<file path="config.mk">
export PLATFORM = sky130hd
export DESIGN_NAME = microtile_pattern_sequencer
export DESIGN_NICKNAME = d
export VERILOG_FILES = /design/src/rtl/microtile_pkg.sv /design/src/rtl/microtile_pattern_bank.sv /design/src/rtl/microtile_pattern_sequencer.sv
export SDC_FILE = /design/constraint.sdc
export NUM_CORES = 1
export LEC_CHECK = 0
export BUFFER_PORTS_ARGS = -buffer_cell sky130_fd_sc_hd__buf_2
export CAP_MARGIN = 40
export CORE_ASPECT_RATIO = 0.6
export CORE_MARGIN = 1
export CORE_UTILIZATION = 31
export DETAILED_ROUTE_END_ITERATION = 10
export SETUP_SLACK_MARGIN = 0.1
export SYNTH_ARGS = -nofsm -noshare
export SYNTH_HDL_FRONTEND = slang
export SYNTH_SLANG_ARGS = --single-unit
</file>
<file path="constraint.sdc">
create_clock -name clk -period 2.98 [get_ports clk]
set_input_delay 0 -clock clk [delete_from_list [all_inputs] [get_ports clk]]
set_output_delay 0 -clock clk [all_outputs]
set_load 0.05 [all_outputs]
</file>
<file path="src/rtl/microtile_pkg.sv">
// rtl/microtile_pkg.sv - shared constants, state type and helpers for the microtile sequencer
// Purpose: tile geometry constants (config chain length, ring phases), the
//          sequencer state encoding, and small elaboration/runtime helpers.
// Ports:   none (package).
package microtile_pkg;

  localparam int CFG_BITS = 20;
  localparam int PHASES   = 5;

  typedef enum logic [1:0] {
    IDLE = 2'd0,
    LOAD = 2'd1,
    RUN  = 2'd2
  } seq_state_t;

  function automatic int clog2(input int value);
    int r;
    int v;
    r = 0;
    v = value - 1;
    while (v > 0) begin
      r++;
      v = v >> 1;
    end
    return r;
  endfunction

  // Out-of-range entry counts are folded into 1..depth so the round-robin
  // index never walks off the end of the bank.
  function automatic int clamp_num_pat(input int num, input int depth);
    if (num < 1) return 1;
    if (num > depth) return depth;
    return num;
  endfunction

endpackage

</file>
<file path="src/rtl/microtile_pattern_bank.sv">
// rtl/microtile_pattern_bank.sv - DEPTH x 20 pattern register array
// Purpose: holds host-written pin patterns; contents are undefined until written.
// Ports:   clk      - clock
//          wr_en    - write strobe (host valid && ready)
//          wr_addr  - entry to write
//          wr_data  - pattern word
//          rd_addr  - asynchronous read address
//          rd_data  - pattern word at rd_addr
module microtile_pattern_bank
  import microtile_pkg::*;
#(
  parameter int DEPTH = 4,
  localparam int AW = clog2(DEPTH)
) (
  input  logic                clk,
  input  logic                wr_en,
  input  logic [AW-1:0]       wr_addr,
  input  logic [CFG_BITS-1:0] wr_data,
  input  logic [AW-1:0]       rd_addr,
  output logic [CFG_BITS-1:0] rd_data
);

  logic [CFG_BITS-1:0] mem_q [DEPTH];

  // No reset: the bank is plain storage and software always writes before use.
  always_ff @(posedge clk) begin
    if (wr_en) begin
      mem_q[wr_addr] <= wr_data;
    end
  end

  assign rd_data = mem_q[rd_addr];

endmodule

</file>
<file path="src/rtl/microtile_pattern_sequencer.sv">
// rtl/microtile_pattern_sequencer.sv - loads and plays bank patterns on the pin-scan microtile
// Purpose: serially loads a 20-bit pattern into the tile chain (run low), then
//          runs the 5-phase ring (run high) for dwell revolutions, round-robin
//          over num_pat bank entries.
// Ports:   clk, rst_n           - clock, synchronous active-low reset
//          enable               - start/continue sequencing
//          wr_valid/ready/addr/data - host bank write port
//          num_pat, dwell       - entries to cycle, revolutions per pattern
//          cfg_sdata, cfg_run   - tile serial data and run line
//          pat_idx, loading     - current entry, high during LOAD
module microtile_pattern_sequencer
  import microtile_pkg::*;
#(
  parameter int DEPTH   = 4,
  parameter int DWELL_W = 8,
  localparam int AW  = clog2(DEPTH),
  localparam int AW1 = AW + 1
) (
  input  logic                clk,
  input  logic                rst_n,
  input  logic                enable,
  input  logic                wr_valid,
  output logic                wr_ready,
  input  logic [AW-1:0]       wr_addr,
  input  logic [CFG_BITS-1:0] wr_data,
  input  logic [AW:0]         num_pat,
  input  logic [DWELL_W-1:0]  dwell,
  output logic                cfg_sdata,
  output logic                cfg_run,
  output logic [AW-1:0]       pat_idx,
  output logic                loading
);

  seq_state_t          state_q, state_d;
  logic [4:0]          bit_cnt_q, bit_cnt_d;
  logic [2:0]          phase_q, phase_d;
  logic [DWELL_W-1:0]  revs_q, revs_d;
  logic [CFG_BITS-1:0] shreg_q, shreg_d;
  logic [AW-1:0]       pat_idx_q, pat_idx_d;

  logic                start;
  logic                rev_end;
  logic                advance;
  logic [AW:0]         n_eff;
  logic [AW:0]         idx_inc;
  logic [AW-1:0]       idx_next;
  logic [CFG_BITS-1:0] rd_data;

  assign wr_ready = 1'b1;

  // The bank is read at the index being entered, so the word latched on the
  // LOAD-entry edge belongs to the new entry. A write on that same edge lands
  // after the read, so the old word is what gets shifted.
  microtile_pattern_bank #(.DEPTH(DEPTH)) u_bank (
    .clk     (clk),
    .wr_en   (wr_valid & wr_ready),
    .wr_addr (wr_addr),
    .wr_data (wr_data),
    .rd_addr (pat_idx_d),
    .rd_data (rd_data)
  );

  // Index selection lives apart from the FSM body so the bank read address
  // does not feed back into the block that consumes rd_data.
  always_comb begin
    start    = (state_q == IDLE) && enable;
    rev_end  = (state_q == RUN) && (phase_q == 3'(PHASES - 1));
    advance  = rev_end && enable && (dwell != '0) &&
               ((revs_q + DWELL_W'(1)) == dwell);
    n_eff    = AW1'(clamp_num_pat(int'(num_pat), DEPTH));
    idx_inc  = {1'b0, pat_idx_q} + AW1'(1);
    idx_next = (idx_inc >= n_eff) ? '0 : idx_inc[AW-1:0];
    pat_idx_d = pat_idx_q;
    if (start) begin
      pat_idx_d = '0;
    end else if (advance) begin
      pat_idx_d = idx_next;
    end
  end

  always_comb begin
    state_d   = state_q;
    bit_cnt_d = bit_cnt_q;
    phase_d   = phase_q;
    revs_d    = revs_q;
    shreg_d   = shreg_q;
    unique case (state_q)
      IDLE: begin
        if (start) begin
          state_d   = LOAD;
          bit_cnt_d = '0;
          shreg_d   = rd_data;
        end
      end
      LOAD: begin
        shreg_d   = {shreg_q[CFG_BITS-2:0], 1'b0};
        bit_cnt_d = bit_cnt_q + 5'd1;
        if (bit_cnt_q == 5'(CFG_BITS - 1)) begin
          // The load always completes; enable only chooses where to go after.
          state_d = enable ? RUN : IDLE;
          phase_d = '0;
          revs_d  = '0;
        end
      end
      RUN: begin
        if (rev_end) begin
          phase_d = '0;
          if (!enable) begin
            state_d = IDLE;
          end else if (advance) begin
            state_d   = LOAD;
            bit_cnt_d = '0;
            shreg_d   = rd_data;
            revs_d    = '0;
          end else begin
            revs_d = revs_q + DWELL_W'(1);
          end
        end else begin
          phase_d = phase_q + 3'd1;
        end
      end
      default: begin
        state_d = IDLE;
      end
    endcase
  end

  always_ff @(posedge clk) begin
    if (!rst_n) begin
      state_q   <= IDLE;
      bit_cnt_q <= '0;
      phase_q   <= '0;
      revs_q    <= '0;
      shreg_q   <= '0;
      pat_idx_q <= '0;
    end else begin
      state_q   <= state_d;
      bit_cnt_q <= bit_cnt_d;
      phase_q   <= phase_d;
      revs_q    <= revs_d;
      shreg_q   <= shreg_d;
      pat_idx_q <= pat_idx_d;
    end
  end

  // Outputs decode straight from registered state, so reset clears them on
  // the same edge and the chain sees zeros whenever it is not loading.
  assign cfg_run   = (state_q == RUN);
  assign loading   = (state_q == LOAD);
  assign cfg_sdata = (state_q == LOAD) ? shreg_q[CFG_BITS-1] : 1'b0;
  assign pat_idx   = pat_idx_q;

endmodule

</file>
==> results list, run 1 <==
- In this run the critical register-to-register path is launched from revs_q[0].
- OpenSTA, run right after detailed placement, puts the worst setup slack at 0.00363 ns.
- Counting flops with a built-in enable in the synthesized netlist gives 80.
- The repair_antennas step left the layout with diodes totalling 0.
- FF-to-FF End: shreg_q[3]
* Height of the chip: 114 um
- Number of synthesis warnings: 0
- DR DRC count: 0
- In the global route stage, met1 resource usage came out at 0.250.
- Setup_tns: 0 ns
- Maximum level of the CTS H-tree: 4
- Static timing analysis puts the maximum clock frequency at 344 MHz.
- The min-delay analysis places its worst path in the category in2reg.
- Counting every sink on the clock net gives 120.
* Met3 global-route usage: 0.0483
- Of the total synthesized cell area, the portion taken by AND, OR, NAND and NOR gates is 0.194.
- Worst-path maximum fanout: 8
- The number of global-route vias before repair is 5472.
- First-pass detailed-route iteration total: 5
* Synth Area in XOR/XNOR: 0.0191
* Die area: 0.0213 mm2
- After clock tree synthesis, the clock-pin slew on the worst setup and hold paths is 0.06 ns.
* CP endpoint kind: flip-flop
* Final cell utilization of the core: 0.412
- All-layer global routing usage: 0.184
* Final Max Slew Viols: 0
- The startpoint identified for the worst hold timing path is wr_addr[0].
- Power density over the cells: 554 mW/mm2
* Die X-Extent: 188 um
* Most common flop cell mapped by yosys: edfxtp_1
* RSZ-0062 raised after global routing: yes
* Std cell rows: 40
- Layout overhead on the synthesized area: 29.3%
* HPWL after detailed placement: 11400 um
- Routability-driven placement finished with a final weighted congestion of 0.845.
* Peak-usage layer in the global routing report: met2
* Share of the clock period used by the worst path: 0.975
* Max Clock Skew: 0.0107 ns
- The worst path meets setup with 0.0743 ns of slack.
- After the first detailed-routing iteration, the DRC count stood at 527.
- After detailed routing, the number of vias per cell comes to 5.79.
- In this run, distinct cell masters in the synthesized netlist total 58.
- At the worst endpoint, the required time is 3.27 ns.
- Maximum number of buffers from clock root to sink: 2
- Congestion Overflow GR: 0
- IR analysis of the VDD net gives a maximum drop of 0.382 mV.
* Maximum capacitance violations: 0
- The area fraction in compound gates after synthesis is 0.220.
- Initial cell density of the core: 0.318
- For this block, the routed nets add up to 20000 um of wire.
- Input/output buffers: 41
- Worst slew pin tran: 0.962 ns
- The synthesized design contains 120 register bits.
- For this run, asynchronously set or reset flops after synthesis account for 0.
- After layout, the minimum clock period comes to 2.91 ns.
- Outcome: complete, no violations
- Fraction of synthesized area in multiplexers: 0.0111
- STA classifies the critical path startpoint as a flip-flop.
- Reg2reg setup slack: 0.07 ns
- The finished cells cover 0.00831 mm2.
- Total of fill cells in the finished design: 1900
- In this run the clock root is driven by a clkbuf_16.
* Mapped Nets: 646
- The detail route stage leaves a number of antenna-violating nets equal to 0.
- In the global route stage, met2 resource usage came out at 0.286.
* CTS Buf Count: 17
* Type of the worst setup path: reg2reg
- Counting cells, the worst reg-to-reg path comes to 10.
- The final hold violation count was 0.
- TritonCTS built the clock tree.
- Number of instances in the synthesized netlist: 601
- Share of final-layout standard cells stronger than drive strength 1: 0.301
- Number of stages on the worst hold path: 3
* Clk Latency, worst-skew pair: 0.42 ns
* Cell area after synthesis: 0.00642 mm2
- Detailed routing inserted a total of 5542 vias.
- Once placement finished, the instance area stood at 0.00706 mm2.
- The total area inside the core boundary comes to 0.0202 mm2.
* Arrival time worst endpoint: 3.20 ns
* Initial antenna violation count: 0
- Leakage power figure: 2.95 nW
- Nets: 716
- Adder and majority gate portion of the synthesized area: 0.0156
- After detailed routing, the average wire length per cell comes to 20.9 um.
- Sequential share of the synthesized area: 0.499
- Pin placement for this block handled 43 I/O pins.
- The path with the worst hold slack has its endpoint at u_bank.mem_q[2][9].
* Relative slew margins: 0.358
* Largest net degree at the start of global routing: 43
- Largest family of logic cells by synthesized area: compound AO/OA/AOI/OAI gates
* Global-route wire length before repair: 29900 um
- Mean instance size in the synthesized netlist: 10.7 um2
- Final count of negative-setup-slack endpoints: 0
[cells by family (layout without fill, tap and decap cells)]
group	after synthesis	count (layout)
xor+xnor	14	14
simple gates	215	215
other cells	1	1
mux	7	7
compound gates	176	176
flops	120	120
buf+inv	60	143
fa+ha+maj	8	8
[sequential cells by signal, summed over array words and instances (netlist names)]
name          count
pat_idx           2
state_q           2
u_bank.mem_q     80
shreg_q          20
phase_q           3
bit_cnt_q         5
revs_q            8
[cell type report]
class	instances	area (um2)	area share
Sequential cell	120	3210	0.386
Multi-Input combinational cell	421	3250	0.391
Inverter	10	37.5	0.00452
Tap cell	273	342	0.0411
Clock buffer	17	425	0.0512
Clock inverter	15	151	0.0182
Timing Repair Buffer	101	896	0.108
[power breakdown]
part | internal, mW | switching (mW)
clock | 1.23 | 0.790
sequential | 1.89 | 0.0610
combinational | 0.268 | 0.371
total | 3.38 | 1.22
[per-stage QoR]
stage | hold WS, ns | instances | total power, mW
after floorplan | 0.0989 | 601 | 2.34
after global placement | 0.206 | 893 | 2.49
after detailed placement | 0.217 | 893 | 2.52
after CTS | 0.170 | 949 | 4.57
after global routing | 0.202 | 957 | 4.78
final | 0.194 | 957 | 4.60
[per-layer routing]
metal  up-vias  part of all wire  wire, um
li1       2475                 -         -
met1      2772              0.46      9200
met2       276              0.45      9070
met3        19             0.079      1570
met4         0            0.0074       147
met5         -                 0         0
[cells in the final DEF (no fill, tap or decap), types with 7 or more instances in the layout]
cell           instances
buf_2                 41
xor2_1                 7
a2bb2oi_2             17
or2_2                 22
nor2_1                20
edfxtp_1              80
a31oi_1               19
o22a_1                20
nand3b_1              43
o22ai_2               10
o2111ai_2             12
o221ai_1              15
o22ai_1               10
buf_4                 24
o21ai_0               26
xnor2_1                7
a21oi_1               14
buf_12                 8
nand2b_1              22
clkbuf_16             20
dfxtp_1               38
nand3_1               29
inv_1                  9
nand2_1               36
dlygate4sd3_1         21
[synthesized netlist by cell type (2+ instances only)]
cell type	count	area, um2
a211oi_1	2	15.0
a21o_1	5	37.5
a21oi_1	14	70.1
a22oi_1	2	15.0
a2bb2oi_1	9	78.8
a2bb2oi_2	10	150
a31oi_1	19	119
and2_1	5	31.3
and3_1	4	25.0
buf_1	4	15.0
buf_2	9	45.0
buf_4	3	22.5
buf_6	2	22.5
clkbuf_1	32	120
dfxtp_1	40	801
edfxtp_1	80	2400
ha_1	8	100
inv_1	10	37.5
mux2i_1	6	60.1
nand2_1	36	135
nand2b_1	22	138
nand3_1	31	155
nand3b_1	43	323
nand4_1	4	25.0
nor2_1	22	82.6
nor2b_1	3	18.8
nor3_1	5	25.0
nor3b_1	2	15.0
o2111a_1	2	22.5
o2111ai_1	19	166
o21ai_0	28	140
o21ai_1	2	10.0
o221ai_1	19	166
o22a_1	20	175
o22ai_1	10	62.6
o22ai_2	10	125
or2_2	22	138
or3_1	4	25.0
or4_1	2	15.0
xnor2_1	7	61.3
xor2_1	7	61.3
[what timing repair did]
| item | 4_1_cts | 5_1_grt |
|---|---|---|
| cloned | 1 | 3 |
| setup endpoints to repair | 21 | 27 |
| pin swaps | 9 | 31 |
| hold buffers | 21 | 0 |
| endpoints found under the hold margin | 81 | 0 |
| buffers inserted | 2 | 5 |
| gates resized for setup | 9 | 51 |
[critical path: stages (launching register included)]
cell,delay [ns]
dfxtp_2,0.33
ha_4,0.24
xor2_1,0.16
or4_4,0.54
nor2_4,0.16
o2111ai_4,0.14
or4b_4,0.56
a21o_4,0.29
buf_12,0.17
o2111ai_1,0.08
o22ai_1,0.10
[worst max path at each step]
stage	start	endpoint	cells after the start
finish	revs_q[0]	shreg_q[3]	10
global route	revs_q[0]	shreg_q[16]	11
CTS	revs_q[1]	shreg_q[19]	10
detailed placement	revs_q[0]	shreg_q[16]	11
global placement	revs_q[0]	shreg_q[2]	10
floorplan	revs_q[0]	shreg_q[18]	10
(Power assumes the default switching activity.)
==> inputs of run 2 (changes only) <==
--- a/config.mk
+++ b/config.mk
@@ -7,7 +7,7 @@
 export LEC_CHECK = 0
 export BUFFER_PORTS_ARGS = -buffer_cell sky130_fd_sc_hd__buf_2
 export CAP_MARGIN = 40
-export CORE_ASPECT_RATIO = 0.6
+export CORE_ASPECT_RATIO = 0.9
 export CORE_MARGIN = 1
 export CORE_UTILIZATION = 31
 export DETAILED_ROUTE_END_ITERATION = 10
==> results list, run 2 (synthesis results as in run 1) <==
- Outcome: complete, no violations
- The number of filler cells placed in the layout came to 1887 (-0.68%).
- The total power per unit cell area came to 574 mW/mm2 (+3.6%).
* Clk Latency, worst-skew pair: 0.42 ns (about the same)
- Final-report hold violation count: 0 (unchanged)
* Reg2reg setup slack: 0.20 ns (+0.13 ns)
- Largest net degree at the start of global routing: 43 (unchanged)
- The number of cells on the worst hold path came to 3 (unchanged).
- The worst-case headroom to the max-slew limit came to 0.416 (+0.0584).
- The mean number of vias per cell came to 5.84 (+0.87%).
* Largest reg by FF count: u_bank.mem_q
* Input/output buffers: 41 (unchanged)
- The clock transition at the register clock pins on the worst setup and hold paths after CTS was 0.06 ns (about the same).
* Maximum resistive drop on vdd: 0.452 mV (+19%)
- The setup TNS was 0 ns (unchanged).
* Highest Clock Rate: 360 MHz (+4.5%)
- Vias post-DR: 5479 (-1.1%)
* Commonest non-fill, non-tap cell in the layout: edfxtp_1
- CP endpoint kind: flip-flop
- Std cell rows: 49 (+23%)
* Number of placed instances, taps included: 874 (-2.1%)
- The worst reg-to-reg path cell count was 13 (+3).
- Startpoint of the tightest hold check path: wr_addr[0]
- Cell chosen for the clock root: clkbuf_16
- Total power after layout: 4.69 mW (+1.9%)
- The worst setup path is of the reg2reg kind.
* Max reg flops: 80 (unchanged)
- HPWL after detailed placement: 11300 um (-1.7%)
* Number of antenna cells inserted: 0 (unchanged)
- The leakage power came to 2.96 nW (+0.24%).
- Maximum capacitance violations: 0 (unchanged)
* Global-route wire length before repair: 29200 um (-2.2%)
- The antenna violation net count after detailed routing was 0 (unchanged).
- Largest registers: u_bank.mem_q x80, shreg_q x20, revs_q x8
- FF-to-FF End: revs_q[3]
- Min Clock Period, post-route: 2.78 ns (-0.126 ns)
- Leading cell types in the layout, fill and taps excluded: edfxtp_1 (80), nand3b_1 (43), buf_2 (41)
- The starting density of the core is 0.318 (about the same).
- From synthesis to final layout, the design area changed by 27.2%.
* DR DRC count: 0 (unchanged)
* Final cell utilization of the core: 0.405 (-0.00685)
- Share of final-layout standard cells stronger than drive strength 1: 0.271 (-0.0303)
* Hold_ws: 0.175 ns (-0.0191 ns)
- The first-pass detailed-route iteration total was 5 (unchanged).
- Worst-path maximum fanout: 10 (+2)
* Share of the clock period used by the worst path: 0.933 (-0.0422)
- The data required time of the critical path came to 3.32 ns (+0.05 ns).
- Global placer's final weighted congestion: 0.898 (+6.3%)
- Total clock sinks: 120 (unchanged)
* Total wire length: 19500 um (-2.5%)
* Final Max Slew Viols: 0 (unchanged)
- Height of the chip: 139 um (+22%)
* Die X-Extent: 154 um (-18%)
* 1st-iter DRT viols: 522 (-0.95%)
* Element type at the critical path start: flip-flop
* Worst slew pin tran: 0.874 ns (-0.0875 ns)
* Maximum number of buffers from clock root to sink: 2 (unchanged)
* Max Clock Skew: 0.00992 ns (-0.000820 ns)
* Non-filler cells, final: 938 (-2.0%)
- The number of antenna violations at the first check in global routing is 0 (unchanged).
* Congestion Overflow GR: 0 (unchanged)
- All-layer global routing usage: 0.178 (-0.00604)
- CTS Buf Count: 17 (unchanged)
- TritonCTS built the clock tree.
- Final count of negative-setup-slack endpoints: 0 (unchanged)
- R2R Path Start: revs_q[0]
- Maximum level of the CTS H-tree: 4 (unchanged)
* Vias in the first global route: 5559 (+1.6%)
- The net count reported at finish came to 715 (-0.14%).
* Min-Delay Path Class: in2reg
- Arrival time worst endpoint: 3.12 ns (-0.08 ns)
* Die area: 0.0213 mm2 (about the same)
* Routed len/inst: 20.8 um (-0.54%)
- Area of the core: 0.0202 mm2 (about the same)
- RSZ-0062 raised after global routing: no
- The I/O pin count was 43 (unchanged).
- The worst hold path terminates at u_bank.mem_q[2][3].
-- run 2: cell types whose count changed in the layout (fill, tap and decap cells not counted), moves of 3 or more --
| cell | before | now |
|---|---|---|
| o2111ai_1 | 5 | 19 |
| o2111ai_2 | 12 | 0 |
| a2bb2oi_1 | 2 | 9 |
| a2bb2oi_2 | 17 | 10 |
| buf_4 | 24 | 21 |
| dfxtp_1 | 38 | 35 |
| dfxtp_2 | 2 | 5 |
| o221ai_1 | 15 | 18 |
| o221ai_2 | 4 | 1 |
-- run 2: layer usage --
layer / global-route usage / vias up / wire length [um] / part of all wire
met5: 0 / - / 0 / 0
met2: 0.276 / 273 / 9200 / 0.47
met4: 0.0921 / 0 / 446 / 0.023
met3: 0.0434 / 51 / 1390 / 0.072
li1: - / 2459 / - / -
met1: 0.229 / 2696 / 8450 / 0.43
-- run 2: timing repair --
item / in CTS / in global routing
setup buffers: 2 / 3
cloned: 1 / 5
hold buffers: 21 / 0
gates resized for setup: 8 / 27
endpoints found under the setup margin: 20 / 22
pin swaps: 10 / 4
endpoints found under the hold margin: 81 / 0
-- run 2: how the worst max path moves through the flow --
stage | from | endpoint | slack, ns | depth (start not counted)
after floorplan | revs_q[0] | shreg_q[18] | 0.11 | 10
after global placement | revs_q[0] | shreg_q[18] | 0.07 | 10
after detailed placement | revs_q[0] | shreg_q[16] | 0.03 | 10
after CTS | revs_q[1] | shreg_q[15] | 0.10 | 10
after global routing | revs_q[0] | revs_q[3] | 0.05 | 13
final | revs_q[0] | revs_q[3] | 0.20 | 13
-- run 2: layout make-up --
class	instances	area (um2)	share of cell area
flip-flops and latches	120	3210	0.393
multi-input cells	421	3080	0.378
repair buffers	100	917	0.112
clock buffers	18	429	0.0525
well taps	255	319	0.0391
clock inverters	14	171	0.0210
inverters	10	37.5	0.00460
-- run 2: critical path, stage by stage, from the launching register on --
cell and delay (ns):
dfxtp_2 0.35, buf_4 0.14, nand4_1 0.14, nor3b_2 0.31
nor4_2 0.09, buf_4 0.16, o2111ai_4 0.25, buf_6 0.14
buf_4 0.11, o21ai_1 0.06, buf_4 0.18, or2_2 0.28
or3_1 0.32, a21oi_1 0.16
-- run 2: power by group --
group | total, mW | internal (mW) | switching (mW)
Sequential | 1.94 | 1.89 | 0.0558
Clock | 2.10 | 1.32 | 0.779
Combinational | 0.651 | 0.280 | 0.371
-- run 2: stage by stage --
stage / area [um2] / setup WS (ns)
finish: 8170 / 0.200
global route: 8170 / 0.0506
CTS: 7950 / 0.104
detailed placement: 7050 / 0.0260
global placement: 7030 / 0.0670
floorplan: 6420 / 0.106
==> inputs of run 3 (changes only) <==
--- a/config.mk
+++ b/config.mk
@@ -5,6 +5,7 @@
 export SDC_FILE = /design/constraint.sdc
 export NUM_CORES = 1
 export LEC_CHECK = 0
+export ABC_AREA = 1
 export BUFFER_PORTS_ARGS = -buffer_cell sky130_fd_sc_hd__buf_2
 export CAP_MARGIN = 40
 export CORE_ASPECT_RATIO = 0.9
==> results list, run 3 <==
- The flow ran to the end, and the final reports show no timing, DRC or antenna violations.
- Maximum number of buffers from clock root to sink: 2 (unchanged)
- The count of synthesis-stage warnings from yosys is 0 (unchanged).
- Among all flip-flop cells after synthesis, the most frequent one is edfxtp_1.
* First-pass detailed-route iteration total: 5 (unchanged)
- The x dimension of the die is 143 um (-6.7%).
- Largest family of logic cells by synthesized area: simple AND/OR/NAND/NOR gates
- The violation count after the first detailed-route iteration is 343 (-34%).
* Element type at the critical path start: flip-flop
* Cell internal pwr: 3.66 mW (+5.0%)
- CP endpoint kind: flip-flop
* Startpoint of the tightest hold check path: wr_addr[0]
* DR DRC count: 0 (unchanged)
- The distinct cell type count after synthesis was 37 (-36%).
- Worst slew pin tran: 0.791 ns (-0.0835 ns)
- The area share of the largest cell type after synthesis was 0.430 (+0.0564).
- The switching power was 1.63 mW (+35%).
* Share of the clock period used by the worst path: 0.876 (-0.0566)
* Height of the chip: 129 um (-6.7%)
- The signal on the critical path passes through ha_1, ha_1, o21ai_0, nand2_1, a21oi_1, nand2_1, nand4_2, nand3_4, nand2_1, nand3_1, nand3_1, a21oi_1.
* Final count of negative-setup-slack endpoints: 0 (unchanged)
* RSZ-0062 raised after global routing: no
- The mux cell area share after synthesis is 0 (-0.0111).
* Clock slew seen by the registers of the worst setup and hold paths: 0.06 ns (about the same)
- Leading cell types in the layout, fill and taps excluded: nand2_1 (140), nand3_1 (89), edfxtp_1 (80)
- Largest registers: u_bank.mem_q x80, shreg_q x20, revs_q x8
* Maximum resistive drop on vdd: 0.434 mV (-4.1%)
- Cell repeated most along the worst path: nand2_1
- Synth top cells by count: nand2_1 (140), nand3_1 (89), edfxtp_1 (80), inv_1 (65), a21oi_1 (56)
- HPWL after detailed placement: 7850 um (-30%)
- Mean instance size in the synthesized netlist: 9.14 um2 (-15%)
- Maximum capacitance violations: 0 (unchanged)
- Vias post-DR: 4448 (-19%)
* Post-DP Area: 0.00602 mm2 (-15%)
- The clock skew came to 0.0145 ns (+0.00461 ns).
* Mapped Nets: 656 (+1.5%)
- CP startpoint: pat_idx[0]
* Required time at the worst-slack endpoint: 3.29 ns (-0.03 ns)
* Input/output buffers: 41 (unchanged)
- For this design, the slowest cell found on the critical path is nand3_4.
- Commonest non-fill, non-tap cell in the layout: nand2_1
- The number of placed cells counting well taps came to 871 (-0.34%).
* Congestion Overflow GR: 0 (unchanged)
* Initial antenna violation count: 0 (unchanged)
- Flop and latch count out of synthesis: 120 (unchanged)
- The register with the most flip-flops in the final layout is u_bank.mem_q.
- The synthesized-area fraction occupied by xor and xnor cells is 0 (-0.0191).
* Adder and majority gate portion of the synthesized area: 0.0179 (+0.00235)
- TritonCTS built the clock tree.
* Biggest cell delay along the critical path: 0.42 ns (+0.07 ns)
- Non-filler cells, final: 926 (-1.3%)
* Initial cell density of the core: 0.317 (-0.00154)
- The number of buffers added for setup after CTS came to 0 (-2).
* CTS Buf Count: 17 (unchanged)
* Comb power frac: 0.209 (+0.070)
- The maximum fanout count along the critical path came to 41 (+31).
* Final design area excluding fillers: 0.00686 mm2 (-16%)
* Total clock sinks: 120 (unchanged)
- All-layer global routing usage: 0.153 (-0.0246)
* Leakage power figure: 2.74 nW (-7.4%)
* Relative slew margins: 0.471 (+0.0551)
* Highest Clock Rate: 383 MHz (+6.5%)
* Library cell occupying the most area in the post-synthesis netlist: edfxtp_1
- R2R Path Start: pat_idx[0]
* Clk Latency, worst-skew pair: 0.42 ns (about the same)
- The first-pass GRT wire length is 21600 um (-26%).
- Final-report hold violation count: 0 (unchanged)
- Final Max Slew Viols: 0 (unchanged)
- The number of global-route vias before repair came to 4360 (-22%).
* Post-synthesis share of cell area spent on and, or, nand and nor gates: 0.268 (+0.0733)
- Number of antenna cells inserted: 0 (unchanged)
- Sw Ratio: 0.308 (+0.0508)
* Std cell rows: 46 (-6.1%)
* Arrival time worst endpoint: 2.92 ns (-0.20 ns)
* Cell area after synthesis: 0.00558 mm2 (-13%)
- Max reg flops: 80 (unchanged)
- Min-Delay Path Class: in2reg
- Setup_tns: 0 ns (unchanged)
- Total I/O pin count: 43 (unchanged)
- The clock share of power was 0.398 (-0.049).
- By area the synthesized netlist is led by edfxtp_1 (43%), dfxtp_1 (14%), nand2_1 (9.4%).
- Compound-cell area share of the yosys netlist: 0.0616 (-0.158)
* Share of final-layout standard cells stronger than drive strength 1: 0.152 (-0.119)
* Global placer's final weighted congestion: 0.837 (-6.7%)
- Hold_ws: 0.00645 ns (-0.168 ns)
- Min Clock Period, post-route: 2.61 ns (-0.169 ns)
* Async set-reset flop share out of synthesis: 0 (unchanged)
- Via density per instance: 4.80 (-18%)
* Number of instances in the synthesized netlist: 611 (+1.7%)
- Final cell utilization of the core: 0.389 (-0.0156)
* Layout overhead on the synthesized area: 22.9%
* Nets: 718 (+0.42%)
- The area of the core came to 0.0176 mm2 (-13%).
- Type of the worst setup path: reg2reg
- Die area: 0.0185 mm2 (-13%)
- By instance count, the leading cell after synthesis is nand2_1.
* Total wire length: 13100 um (-33%)
- The total power per unit cell area is 771 mW/mm2 (+34%).
- Routed len/inst: 14.1 um (-32%)
- The antenna violation net count after detailed routing is 0 (unchanged).
- Largest net degree at the start of global routing: 42 (-2.3%)
* EDFF count, synth: 80 (unchanged)
- Proportion of power drawn by flip-flops and latches: 0.393 (-0.021)
* Maximum level of the CTS H-tree: 4 (unchanged)
- CTS placed an instance of clkbuf_16 at the clock tree root.
- Sequential share of the synthesized area: 0.574 (+0.0752)
==> run 3: final timing paths <==
| kind | to | slack (ns) | cells after the start |
|---|---|---|---|
| hold reg to reg | phase_q[2] | 0.50 | 2 |
| setup / recovery | shreg_q[10] | 0.37 | 12 |
| hold / removal | u_bank.mem_q[2][10] | 0.006 | 2 |
| setup reg to reg | shreg_q[10] | 0.37 | 12 |
==> run 3: worst max-delay path, delay by kind of cell (launching register included) <==
| kind | cells | cell delay, ns |
|---|---|---|
| and+or+nand+nor | 7 | 1.15 |
| AOI/OAI and AO/OA | 3 | 0.34 |
| adders and majority gates | 2 | 0.66 |
| DFF | 1 | 0.35 |
==> run 3: logic make-up (layout without fill, tap and decap cells) <==
family / Yosys count / count (layout)
adder cells (fa/ha/maj): 8 / 8
flip-flops: 120 / 120
AO/OA/AOI/OAI: 66 / 66
buffers and inverters: 101 / 176
other: 1 / 1
AND/OR/NAND/NOR: 315 / 315
==> run 3: routing by layer <==
| layer | routed length, um | global-route usage |
|---|---|---|
| met5 | 0 | 0 |
| met4 | 157 | 0.0526 |
| met3 | 657 | 0.0436 |
| met2 | 5930 | 0.249 |
| met1 | 6300 | 0.195 |
==> run 3: cell type report <==
class	instances	area (um2)
Clock buffer	19	443
Clock inverter	13	168
Fill cell	1781	10800
Inverter	68	255
Multi-Input combinational cell	390	1960
Sequential cell	120	3200
Tap cell	240	300
Timing Repair Buffer	76	527
==> run 3: timing repair <==
action | CTS | global route
hold endpoints to repair | 88 | 0
setup endpoints to repair | 0 | 1
gates resized for setup | 0 | 1
hold buffers | 22 | 0
==> run 3: power groups by stage <==
stage	Clock, mW	Sequential [mW]	Combinational (mW)
after detailed placement	0	2.11	1.08
after CTS	2.13	2.08	1.11
after floorplan	0	2.08	0.794
after global routing	2.21	2.10	1.27
after global placement	0	2.10	1.07
final	2.11	2.08	1.11
==> run 3: through the flow <==
| step | power [mW] | worst slack [ns] |
|---|---|---|
| floorplan | 2.88 | 0.585 |
| global placement | 3.17 | 0.468 |
| detailed placement | 3.18 | 0.443 |
| CTS | 5.32 | 0.353 |
| global route | 5.58 | 0.122 |
| finish | 5.29 | 0.369 |
